**src/rtl/cam_ov7670_emulator_if.sv**
```systemverilog
// rtl/cam_ov7670_emulator_if.sv - frame-buffer read port and OV7670-style camera bus
interface cam_ov7670_emulator_if #(
    parameter int ADDR_WIDTH = 19
);
    logic [15:0]           pix_rdata;
    logic [ADDR_WIDTH-1:0] pix_raddr;
    logic                  pix_re;
    logic                  cam_pclk;
    logic                  cam_vsync;
    logic                  cam_href;
    logic [7:0]            cam_data;

    modport master (
        input  pix_rdata,
        output pix_raddr, pix_re, cam_pclk, cam_vsync, cam_href, cam_data
    );

    modport slave (
        output pix_rdata,
        input  pix_raddr, pix_re, cam_pclk, cam_vsync, cam_href, cam_data
    );
endinterface

```
**src/rtl/cam_ov7670_emulator.sv**
```systemverilog
// rtl/cam_ov7670_emulator.sv - OV7670-style RGB565 camera transmitter (optional CAM_EMU_TESTPAT_EN test pattern)
module cam_ov7670_emulator #(
    parameter int PCLK_DIV   = 4,
    parameter int H_ACTIVE   = 640,
    parameter int V_ACTIVE   = 480,
    parameter int H_BLANK    = 144,
    parameter int VS_LINES   = 3,
    parameter int VBP_LINES  = 17,
    parameter int VFP_LINES  = 10,
    parameter int ADDR_WIDTH = 19
) (
    input  logic                   sys_clk,
    input  logic                   rst_n,
    input  logic                   enable,
    cam_ov7670_emulator_if.master  cam,
    output logic                   busy,
    output logic                   frame_done
);
    typedef enum logic [2:0] {S_IDLE, S_VSYNC, S_VBP, S_ACTIVE, S_VFP} state_t;

    localparam int LINE_LEN = 2 * H_ACTIVE + H_BLANK;
    localparam int BYTE_W   = $clog2(LINE_LEN);
    localparam int LINE_W   = $clog2(VS_LINES + VBP_LINES + V_ACTIVE + VFP_LINES + 1);
    localparam int DIV_W    = $clog2(PCLK_DIV);
    localparam int LAST_PIX = H_ACTIVE * V_ACTIVE - 1;

    state_t                state_q, state_d;
    logic [DIV_W-1:0]      div_cnt_q, div_cnt_d;
    logic [BYTE_W-1:0]     byte_cnt_q, byte_cnt_d;
    logic [LINE_W-1:0]     line_cnt_q, line_cnt_d;
    logic [ADDR_WIDTH-1:0] raddr_q, raddr_d;
    logic                  pix_re_q, pix_re_d;
    logic                  rd_pend_q, rd_pend_d;
    logic [15:0]           pixel_q, pixel_d;
    logic                  vsync_q, vsync_d;
    logic                  href_q, href_d;
    logic [7:0]            data_q, data_d;
    logic                  busy_q, busy_d;
    logic                  done_q, done_d;

    logic                  tick;
    logic                  line_end;
    logic                  phase_end;
    logic                  fetch_next;
    logic [LINE_W-1:0]     phase_last;
    logic [15:0]           pix_next;

    // Index of the last line in the current vertical phase
    always_comb begin
        phase_last = '0;
        case (state_q)
            S_VSYNC:  phase_last = LINE_W'(VS_LINES - 1);
            S_VBP:    phase_last = LINE_W'(VBP_LINES - 1);
            S_ACTIVE: phase_last = LINE_W'(V_ACTIVE - 1);
            S_VFP:    phase_last = LINE_W'(VFP_LINES - 1);
            default:  phase_last = '0;
        endcase
    end

    // Next-state: divider, frame sequencer, counters, prefetch and registered bus outputs
    always_comb begin
        state_d    = state_q;
        byte_cnt_d = byte_cnt_q;
        line_cnt_d = line_cnt_q;
        raddr_d    = raddr_q;
        vsync_d    = vsync_q;
        href_d     = href_q;
        data_d     = data_q;
        busy_d     = busy_q;
        done_d     = 1'b0;
        pix_next   = pixel_q;

        div_cnt_d  = (div_cnt_q == DIV_W'(PCLK_DIV - 1)) ? '0 : div_cnt_q + 1'b1;
        tick       = (div_cnt_q == '0);
        line_end   = (byte_cnt_q == BYTE_W'(LINE_LEN - 1));
        phase_end  = line_end && (line_cnt_q == phase_last);

        // The period being output precedes an MSB byte: prior LSB, last blank of a line, or last VBP period
        fetch_next = ((state_q == S_ACTIVE) && byte_cnt_q[0] && (byte_cnt_q < BYTE_W'(2 * H_ACTIVE - 1)))
                  || ((state_q == S_ACTIVE) && line_end && (line_cnt_q != LINE_W'(V_ACTIVE - 1)))
                  || ((state_q == S_VBP) && phase_end);

`ifdef CAM_EMU_TESTPAT_EN
        pix_re_d  = 1'b0;
`else
        pix_re_d  = (div_cnt_q == DIV_W'(PCLK_DIV / 2 - 1)) && fetch_next;
`endif
        rd_pend_d = pix_re_q;
        pixel_d   = rd_pend_q ? cam.pix_rdata : pixel_q;

        if (tick) begin
            if (state_q == S_IDLE) begin
                if (enable) begin
                    state_d    = S_VSYNC;
                    byte_cnt_d = '0;
                    line_cnt_d = '0;
                    raddr_d    = '0;
                    busy_d     = 1'b1;
                end
            end else begin
                byte_cnt_d = line_end ? '0 : byte_cnt_q + 1'b1;
                if (line_end) begin
                    line_cnt_d = phase_end ? '0 : line_cnt_q + 1'b1;
                end
                if (phase_end) begin
                    case (state_q)
                        S_VSYNC:  state_d = S_VBP;
                        S_VBP:    state_d = S_ACTIVE;
                        S_ACTIVE: state_d = S_VFP;
                        S_VFP: begin
                            done_d = 1'b1;
                            if (enable) begin
                                state_d = S_VSYNC;
                                raddr_d = '0;
                            end else begin
                                state_d = S_IDLE;
                                busy_d  = 1'b0;
                            end
                        end
                        default:  state_d = S_IDLE;
                    endcase
                end
            end

`ifdef CAM_EMU_TESTPAT_EN
            begin : testpat
                logic [15:0] line_ext;
                logic [15:0] col_ext;
                line_ext = 16'(line_cnt_d);
                col_ext  = 16'(byte_cnt_d >> 1);
                pix_next = {line_ext[7:0], col_ext[7:0]};
            end
`endif

            vsync_d = (state_d == S_VSYNC);
            href_d  = (state_d == S_ACTIVE) && (byte_cnt_d < BYTE_W'(2 * H_ACTIVE));
            data_d  = href_d ? (byte_cnt_d[0] ? pix_next[7:0] : pix_next[15:8]) : 8'h00;
            if (href_d && byte_cnt_d[0] && (raddr_q != ADDR_WIDTH'(LAST_PIX))) begin
                raddr_d = raddr_q + 1'b1;
            end
        end
    end

    // State register with synchronous active-low reset
    always_ff @(posedge sys_clk) begin
        if (!rst_n) begin
            state_q    <= S_IDLE;
            div_cnt_q  <= '0;
            byte_cnt_q <= '0;
            line_cnt_q <= '0;
            raddr_q    <= '0;
            pix_re_q   <= 1'b0;
            rd_pend_q  <= 1'b0;
            pixel_q    <= '0;
            vsync_q    <= 1'b0;
            href_q     <= 1'b0;
            data_q     <= '0;
            busy_q     <= 1'b0;
            done_q     <= 1'b0;
        end else begin
            state_q    <= state_d;
            div_cnt_q  <= div_cnt_d;
            byte_cnt_q <= byte_cnt_d;
            line_cnt_q <= line_cnt_d;
            raddr_q    <= raddr_d;
            pix_re_q   <= pix_re_d;
            rd_pend_q  <= rd_pend_d;
            pixel_q    <= pixel_d;
            vsync_q    <= vsync_d;
            href_q     <= href_d;
            data_q     <= data_d;
            busy_q     <= busy_d;
            done_q     <= done_d;
        end
    end

    assign cam.cam_pclk  = (div_cnt_q >= DIV_W'(PCLK_DIV / 2));
    assign cam.cam_vsync = vsync_q;
    assign cam.cam_href  = href_q;
    assign cam.cam_data  = data_q;
    assign cam.pix_re    = pix_re_q;
    assign cam.pix_raddr = raddr_q;
    assign busy          = busy_q;
    assign frame_done    = done_q;
endmodule

```
**src/flat_wrapper.sv**
```systemverilog
// flat-port wrapper written by rule: the top's interface ports become plain ports
module cam_ov7670_emulator_flat 
#(
    parameter int PCLK_DIV   = 4,
    parameter int H_ACTIVE   = 640,
    parameter int V_ACTIVE   = 480,
    parameter int H_BLANK    = 144,
    parameter int VS_LINES   = 3,
    parameter int VBP_LINES  = 17,
    parameter int VFP_LINES  = 10,
    parameter int ADDR_WIDTH = 19
)
  (sys_clk, rst_n, enable, busy, frame_done, cam_pix_rdata, cam_pix_raddr, cam_pix_re, cam_cam_pclk, cam_cam_vsync, cam_cam_href, cam_cam_data);
  cam_ov7670_emulator_if #(.ADDR_WIDTH(ADDR_WIDTH)) cam_i ();
  input  logic sys_clk;
  input  logic rst_n;
  input  logic enable;
  output logic busy;
  output logic frame_done;
  input wire logic [$bits(cam_i.pix_rdata)-1:0] cam_pix_rdata;
  output wire logic [$bits(cam_i.pix_raddr)-1:0] cam_pix_raddr;
  output wire logic [$bits(cam_i.pix_re)-1:0] cam_pix_re;
  output wire logic [$bits(cam_i.cam_pclk)-1:0] cam_cam_pclk;
  output wire logic [$bits(cam_i.cam_vsync)-1:0] cam_cam_vsync;
  output wire logic [$bits(cam_i.cam_href)-1:0] cam_cam_href;
  output wire logic [$bits(cam_i.cam_data)-1:0] cam_cam_data;
  assign cam_i.pix_rdata = cam_pix_rdata;
  assign cam_pix_raddr = cam_i.pix_raddr;
  assign cam_pix_re = cam_i.pix_re;
  assign cam_cam_pclk = cam_i.cam_pclk;
  assign cam_cam_vsync = cam_i.cam_vsync;
  assign cam_cam_href = cam_i.cam_href;
  assign cam_cam_data = cam_i.cam_data;
  cam_ov7670_emulator #(.PCLK_DIV(PCLK_DIV), .H_ACTIVE(H_ACTIVE), .V_ACTIVE(V_ACTIVE), .H_BLANK(H_BLANK), .VS_LINES(VS_LINES), .VBP_LINES(VBP_LINES), .VFP_LINES(VFP_LINES), .ADDR_WIDTH(ADDR_WIDTH)) u_core (.sys_clk(sys_clk), .rst_n(rst_n), .enable(enable), .cam(cam_i), .busy(busy), .frame_done(frame_done));
endmodule
```
**config.mk**
```make
export PLATFORM = sky130hd
export DESIGN_NAME = cam_ov7670_emulator_flat
export DESIGN_NICKNAME = d
export VERILOG_FILES = /design/src/rtl/cam_ov7670_emulator_if.sv /design/src/rtl/cam_ov7670_emulator.sv /design/src/flat_wrapper.sv
export SDC_FILE = /design/constraint.sdc
export NUM_CORES = 1
export LEC_CHECK = 0
export CAP_MARGIN = 20
export CORE_ASPECT_RATIO = 0.7
export CORE_MARGIN = 2
export CORE_UTILIZATION = 50
export CTS_CLUSTER_SIZE = 30
export DETAILED_ROUTE_END_ITERATION = 10
export PLACE_DENSITY = 0.76
export SYNTH_ARGS = -nofsm -noshare
export SYNTH_HDL_FRONTEND = slang
export SYNTH_SLANG_ARGS = --single-unit
```
**constraint.sdc**
```tcl
create_clock -name sys_clk -period 2.45 [get_ports sys_clk]
set_clock_uncertainty 0.2 [all_clocks]
set_input_delay 0.49 -clock sys_clk [delete_from_list [all_inputs] [get_ports sys_clk]]
set_output_delay 0.49 -clock sys_clk [all_outputs]
set_load 0.02 [all_outputs]
```
# Yosys cells after proc, flatten, opt, wreduce, memory -nomap -nowiden
# Cells that the tools add are included.
# totals
ff_bits,74
input_bits,19
output_inout_bits,33
word_cells,89
# classes
n_addsub,4
magnitude_cmp,3
n_eq_ne,14
muxes,28
bitwise_logic,3
n_reduce_logical,24
# op_table
operator,count
$mux W19,5
$mux W11,4
$mux W9,4
$pmux W9 S4,1
$lt A11 B11 Y1 const B,2
$add A19 B1 Y19 const B,1
$ne A19 B19 Y1 const B,1
$mux W8,2
$mux W3,4
$pmux W3 S4,1
$add A11 B1 Y11 const B,1
$eq A11 B11 Y1 const B,1
$logic_and A1 B1 Y1,10
$add A9 B1 Y9 const B,1
$eq A3 B2 Y1 const B,3
$eq A9 B9 Y1,1
$ne A9 B9 Y1 const B,1
$mux W1,7
$eq A3 B1 Y1 const B,2
$reduce_and A3 Y1,2
$reduce_bool A2 Y1,3
$reduce_bool A3 Y1,2
$reduce_and A5 Y1,1
$reduce_or A4 Y1,1
12 further kinds,15

# Depth between registers and ports, before layout
# depth
depth_word,13
ltp_mapped,10
ltp_nobuf,8

# Least setup slack after synthesis
# OpenSTA, ideal clock, no wires.
# synth_path
path_kind,register to register
from,register u_core.byte_cnt_q[0]
to,"register u_core.raddr_q[14], in the netlist u_core.cam.pix_raddr[14]"
setup_ns,0.072
t_arrival_ns,2.286
slack_ns,-0.108
path_stages_with_launch,10
path_buffers,1
period_less_slack_ns,2.558
path_cell_list,dfxtp_1 -> ha_1 -> and4_1 -> nand4_1 -> or2_1 -> nor4_4 -> o211ai_4 -> buf_6 -> a211oi_2 -> mux2i_1
# synth_via
elab_chain_cells,11
# synth_rtl
item,line,rtl
start: declaration,cam_ov7670_emulator.sv:29,"logic [BYTE_W-1:0] byte_cnt_q, byte_cnt_d;"
start signal: assignment,cam_ov7670_emulator.sv:163,byte_cnt_q <= byte_cnt_d;
branches (longest 11 deep; another with $add A11 B1 Y11),n/a,
end signal: assignment,cam_ov7670_emulator.sv:165,raddr_q <= raddr_d;
end: declaration,cam_ov7670_emulator.sv:31,"logic [ADDR_WIDTH-1:0] raddr_q, raddr_d;"
# Several ways; the timed one is not identified. The select of a mux whose other input is x is not followed.
# A chain may end at the register's enable or synchronous reset.

# Worst setup path after layout
# layout_path
from,register u_core.state_q[2]
to,"register u_core.raddr_q[2], in the netlist u_core.cam.pix_raddr[2]"
# layout_via
elab_chain_cells,13
# layout_rtl
item,line,rtl
start: declaration,cam_ov7670_emulator.sv:27,"state_t state_q, state_d;"
start signal: assignment,cam_ov7670_emulator.sv:161,state_q <= state_d;
$eq A3 B3 Y1 (tied with other cells),"cam_ov7670_emulator.sv:51, cam_ov7670_emulator.sv:106",
$pmux W9 S4,cam_ov7670_emulator.sv:51,case (state_q)
$eq A9 B9 Y1,cam_ov7670_emulator.sv:76,phase_end = line_end && (line_cnt_q == phase_last);
$logic_and A1 B1 Y1,cam_ov7670_emulator.sv:76,
$mux W3,cam_ov7670_emulator.sv:105,if (phase_end) begin
$mux W3,cam_ov7670_emulator.sv:92,if (state_q == S_IDLE) begin
$mux W3,cam_ov7670_emulator.sv:91,if (tick) begin
$eq A3 B2 Y1,cam_ov7670_emulator.sv:136,href_d = (state_d == S_ACTIVE) && (byte_cnt_d < BYTE_W'(2 * H_ACTIVE));
$logic_and A1 B1 Y1,cam_ov7670_emulator.sv:136,
$logic_and A1 B1 Y1 (2 in a row),cam_ov7670_emulator.sv:138,if (href_d && byte_cnt_d[0] && (raddr_q != ADDR_WIDTH'(LAST_PIX))) begin
$reduce_bool A3 Y1 (no line),n/a,
$reduce_and A3 Y1 (no line),n/a,
# Several ways; a longest one is shown, not always the timed one. The select of a mux whose other input is x is not followed.

==> results.py <==
metrics = {
    "outcome": {
        "status": "finished with violations",
        "violations": "setup timing",
    },
    "yosys": {
        "ys.flop_type": "dfxtp_1",
        "synth_xor_area_frac": 0.0292,
        "ys_seq_area_frac": 0.380,
        "async_reset_ff_frac": 0,
        "yosys.area_share.simple": 0.267,
        "synth_edf_count": 0,
        "synth_top_family_by_area": "simple AND/OR/NAND/NOR gates",
        "synthMuxAreaShare": 0.109,
        "syn_area_sq_um": 3900,
        "synthCells": 448,
        "ys_ff_latch": 74,
        "yosys_warnings": 0,
        "synth_compound_area_frac": 0.154,
        "synth_cell_types": 62,
        "syn_nets": 475,
        "synth_fa_ha_area_frac": 0.0256,
        "avgSynthCellArea_sq_um": 8.71,
    },
    "sta": {
        "whs_ns": 0.289,
        "finalCriticalPeriod_ns": 2.68,
        "fin_ws_ns": -0.225,
        "slew_violations": 0,
        "worst_pin_slew_ns": 0.611,
        "setup_viol": 30,
        "hold_violations": 0,
        "max_slew_margin": 0.589,
        "timing.final.crit_share": 1.09,
        "rsz0062_at_grt": "yes",
        "fmax_ghz": 0.374,
        "fin_setup_tns_ns": -3.55,
    },
    "power": {
        "leakage_nw": 2.13,
        "cell_internal_pwr_mw": 2.24,
        "ir_drop_mv": 0.400,
        "p_sw_frac": 0.288,
        "p_comb_frac": 0.233,
        "power.share.clock": 0.370,
        "power_frac_seq": 0.397,
        "p_sw_mw": 0.904,
        "power.density_nw_per_um2": 545,
    },
    "clocking": {
        "insertion_delay_ns": 0.36,
        "clk_pin_slew_worst_paths_ns": 0.08,
        "cts_sinks": 74,
        "cts_buffers": 9,
        "htreeDepth": 3,
        "clockRootBuffer": "clkbuf_8",
        "cts_max_path_buffers": 2,
        "cts_tree": "yes",
    },
    "worst_setup_path": {
        "critical_path.max_stage_delay_ns": 0.45,
        "cp.required_ns": 2.55,
        "crit_top_cell": "buf_4",
        "crit_path_start_kind": "flop",
        "path_max_fanout": 6,
        "path_class": "flop to flop",
        "critPathSlowestCell": "or4_1",
        "crit_family": "compound AO/OA/AOI/OAI gates",
        "crit_buf_inv": 3,
        "worstPathArrival_ns": 2.77,
        "end_kind": "flop",
        "path_cells": "buf_4, buf_4, nor3_2, a41oi_4, a31oi_1, o41a_1, buf_4, o211ai_4, or4_1, a21oi_1",
    },
    "floorplan": {
        "die_w_um": 110,
        "die_h_um": 77.9,
        "rows": 26,
        "start_util": 0.526,
        "io_pins": 52,
        "coreArea_sq_um": 7420,
        "die_area_sq_um": 8540,
    },
    "finish": {
        "multiInputGateArea_sq_um": 2550,
        "fill_cells": 466,
        "layout-drive-gt1-share": 0.262,
        "seq_area_sq_um": 1490,
        "fin_nets": 610,
        "antennaDiodeCount": 0,
        "areaGrowthSynthToFinish_pct": 47.7,
    },
    "grt": {
        "grt_usage": 0.273,
        "grt_pass1_vias": 3834,
        "grt.overflow.total": 0,
        "grt_antenna_before_repair": 0,
        "grt_max_degree": 30,
        "grt_pass1_wl_mm": 18.2,
    },
    "detailed_routing": {
        "wl_per_cell_um": 18.2,
        "ant_nets": 0,
        "via_count": 4054,
        "wl_mm": 12.5,
        "avgViaCountPerCell": 5.91,
        "dr.pass1.iters": 7,
        "drc": 0,
        "dr.first_iter.drc_count": 482,
    },
    "flow_run": {
        "drv_cap": 0,
    },
    "placement": {
        "place_congestion": 0.930,
        "portBuffers": 51,
        "hpwl_mm": 7.55,
    },
    "worst_hold_path": {
        "holdCritPathClass": "flop to flop",
    },
}
## metal layers
layer	GRT usage	vias to the layer above	share of wire	routed length, um
met1	0.350	1902	0.41	5190
met5	0	-	0	0
li1	-	1879	-	-
met2	0.448	229	0.47	5850
met3	0.0731	44	0.091	1140
met4	0.0835	0	0.027	332
## synthesized netlist by cell type, drive strengths merged (9+ instances only)
library cell | count | area (sq um)
inv | 11 | 41.3
mux2i | 42 | 424
nand2b | 15 | 93.8
nor2 | 51 | 191
a21oi | 26 | 134
xor2 | 10 | 87.6
nand4 | 15 | 93.8
nor3 | 13 | 75.1
and3 | 9 | 61.3
o21a | 11 | 82.6
nand3 | 12 | 72.6
o21ai | 17 | 88.8
nand2 | 42 | 158
nor2b | 9 | 56.3
dfxtp | 74 | 1480
clkbuf | 13 | 48.8
## final timing paths
check / to / depth (start not counted) / slack (ns) / start
setup / recovery: u_core.cam.pix_raddr[2] / 10 / -0.23 / u_core.state_q[2]
hold / removal: u_core.cam.cam_vsync / 2 / 0.29 / u_core.cam.cam_vsync
setup reg to reg: u_core.cam.pix_raddr[2] / 10 / -0.23 / u_core.state_q[2]
hold reg to reg: u_core.cam.cam_vsync / 2 / 0.29 / u_core.cam.cam_vsync
## logic make-up after synthesis
kind of cell | after synthesis
AOI/OAI and AO/OA | 83
xor gates and xnor gates | 13
adders and majority gates | 8
buffers and inverters | 33
DFF | 74
muxes | 42
and+or+nand+nor | 195
## final cells by class
class                           instances  share of cell area
Timing Repair Buffer                  142               0.228
Multi-Input combinational cell        344               0.442
Inverter                               12             0.00781
Tap cell                               98              0.0213
Clock buffer                           10              0.0221
Sequential cell                        74               0.259
Clock inverter                          6              0.0200
## cell usage in the layout (no fill, tap or decap), drive strengths merged, types with 9 or more instances in the layout
master / Yosys / final
a21oi: 26 / 26
and3: 9 / 9
buf: 8 / 89
clkbuf: 13 / 12
clkdlybuf4s50: 0 / 50
dfxtp: 74 / 74
inv: 11 / 11
mux2i: 42 / 42
nand2: 42 / 42
nand2b: 15 / 15
nand3: 12 / 13
nand4: 15 / 15
nor2: 51 / 51
nor2b: 9 / 9
nor3: 13 / 13
o21a: 11 / 11
o21ai: 17 / 18
xor2: 10 / 10
## stage by stage
step | setup WS [ns] | instance area, sq um | utilization | instances | power, mW
final | -0.225 | 5770 | 0.777 | 686 | 3.14
after global routing | -0.287 | 5770 | 0.777 | 686 | 3.27
after CTS | -0.164 | 5530 | 0.745 | 677 | 3.05
after detailed placement | -0.336 | 5080 | 0.685 | 652 | 1.87
after global placement | -0.273 | 5080 | 0.685 | 652 | 1.85
after floorplan | 0.00878 | 3930 | - | 448 | 1.58
## tightest hold or removal path, stage by stage (launching register included)
cell,delay (ns)
dfxtp_1,0.34
nand2_1,0.06
a21oi_1,0.05
## repair_timing
action / in CTS / in global routing
endpoints found under the hold margin: 0 / 0
resized for setup: 29 / 28
setup endpoints to repair: 30 / 34
pin swaps: 14 / 19
hold buffers: 0 / 0
buffers inserted: 7 / 7
cloned: 2 / 4
## flip-flops by register name (all words and copies together) (netlist names), 2 cells and up
signal,cells
u_core.cam.pix_raddr,19
u_core.pix_next,16
u_core.byte_cnt_q,11
u_core.line_cnt_q,9
u_core.cam.cam_data,8
u_core.state_q,3
u_core.div_cnt_q,2
## power groups by stage
| stage | Sequential [mW] | Combinational [mW] | Clock [mW] |
|---|---|---|---|
| floorplan | 1.28 | 0.302 | 0 |
| global placement | 1.27 | 0.576 | 0 |
| detailed placement | 1.28 | 0.590 | 0 |
| CTS | 1.25 | 0.631 | 1.17 |
| global route | 1.25 | 0.777 | 1.24 |
| finish | 1.25 | 0.732 | 1.16 |
Note: power is estimated with default switching activity, not from simulation.
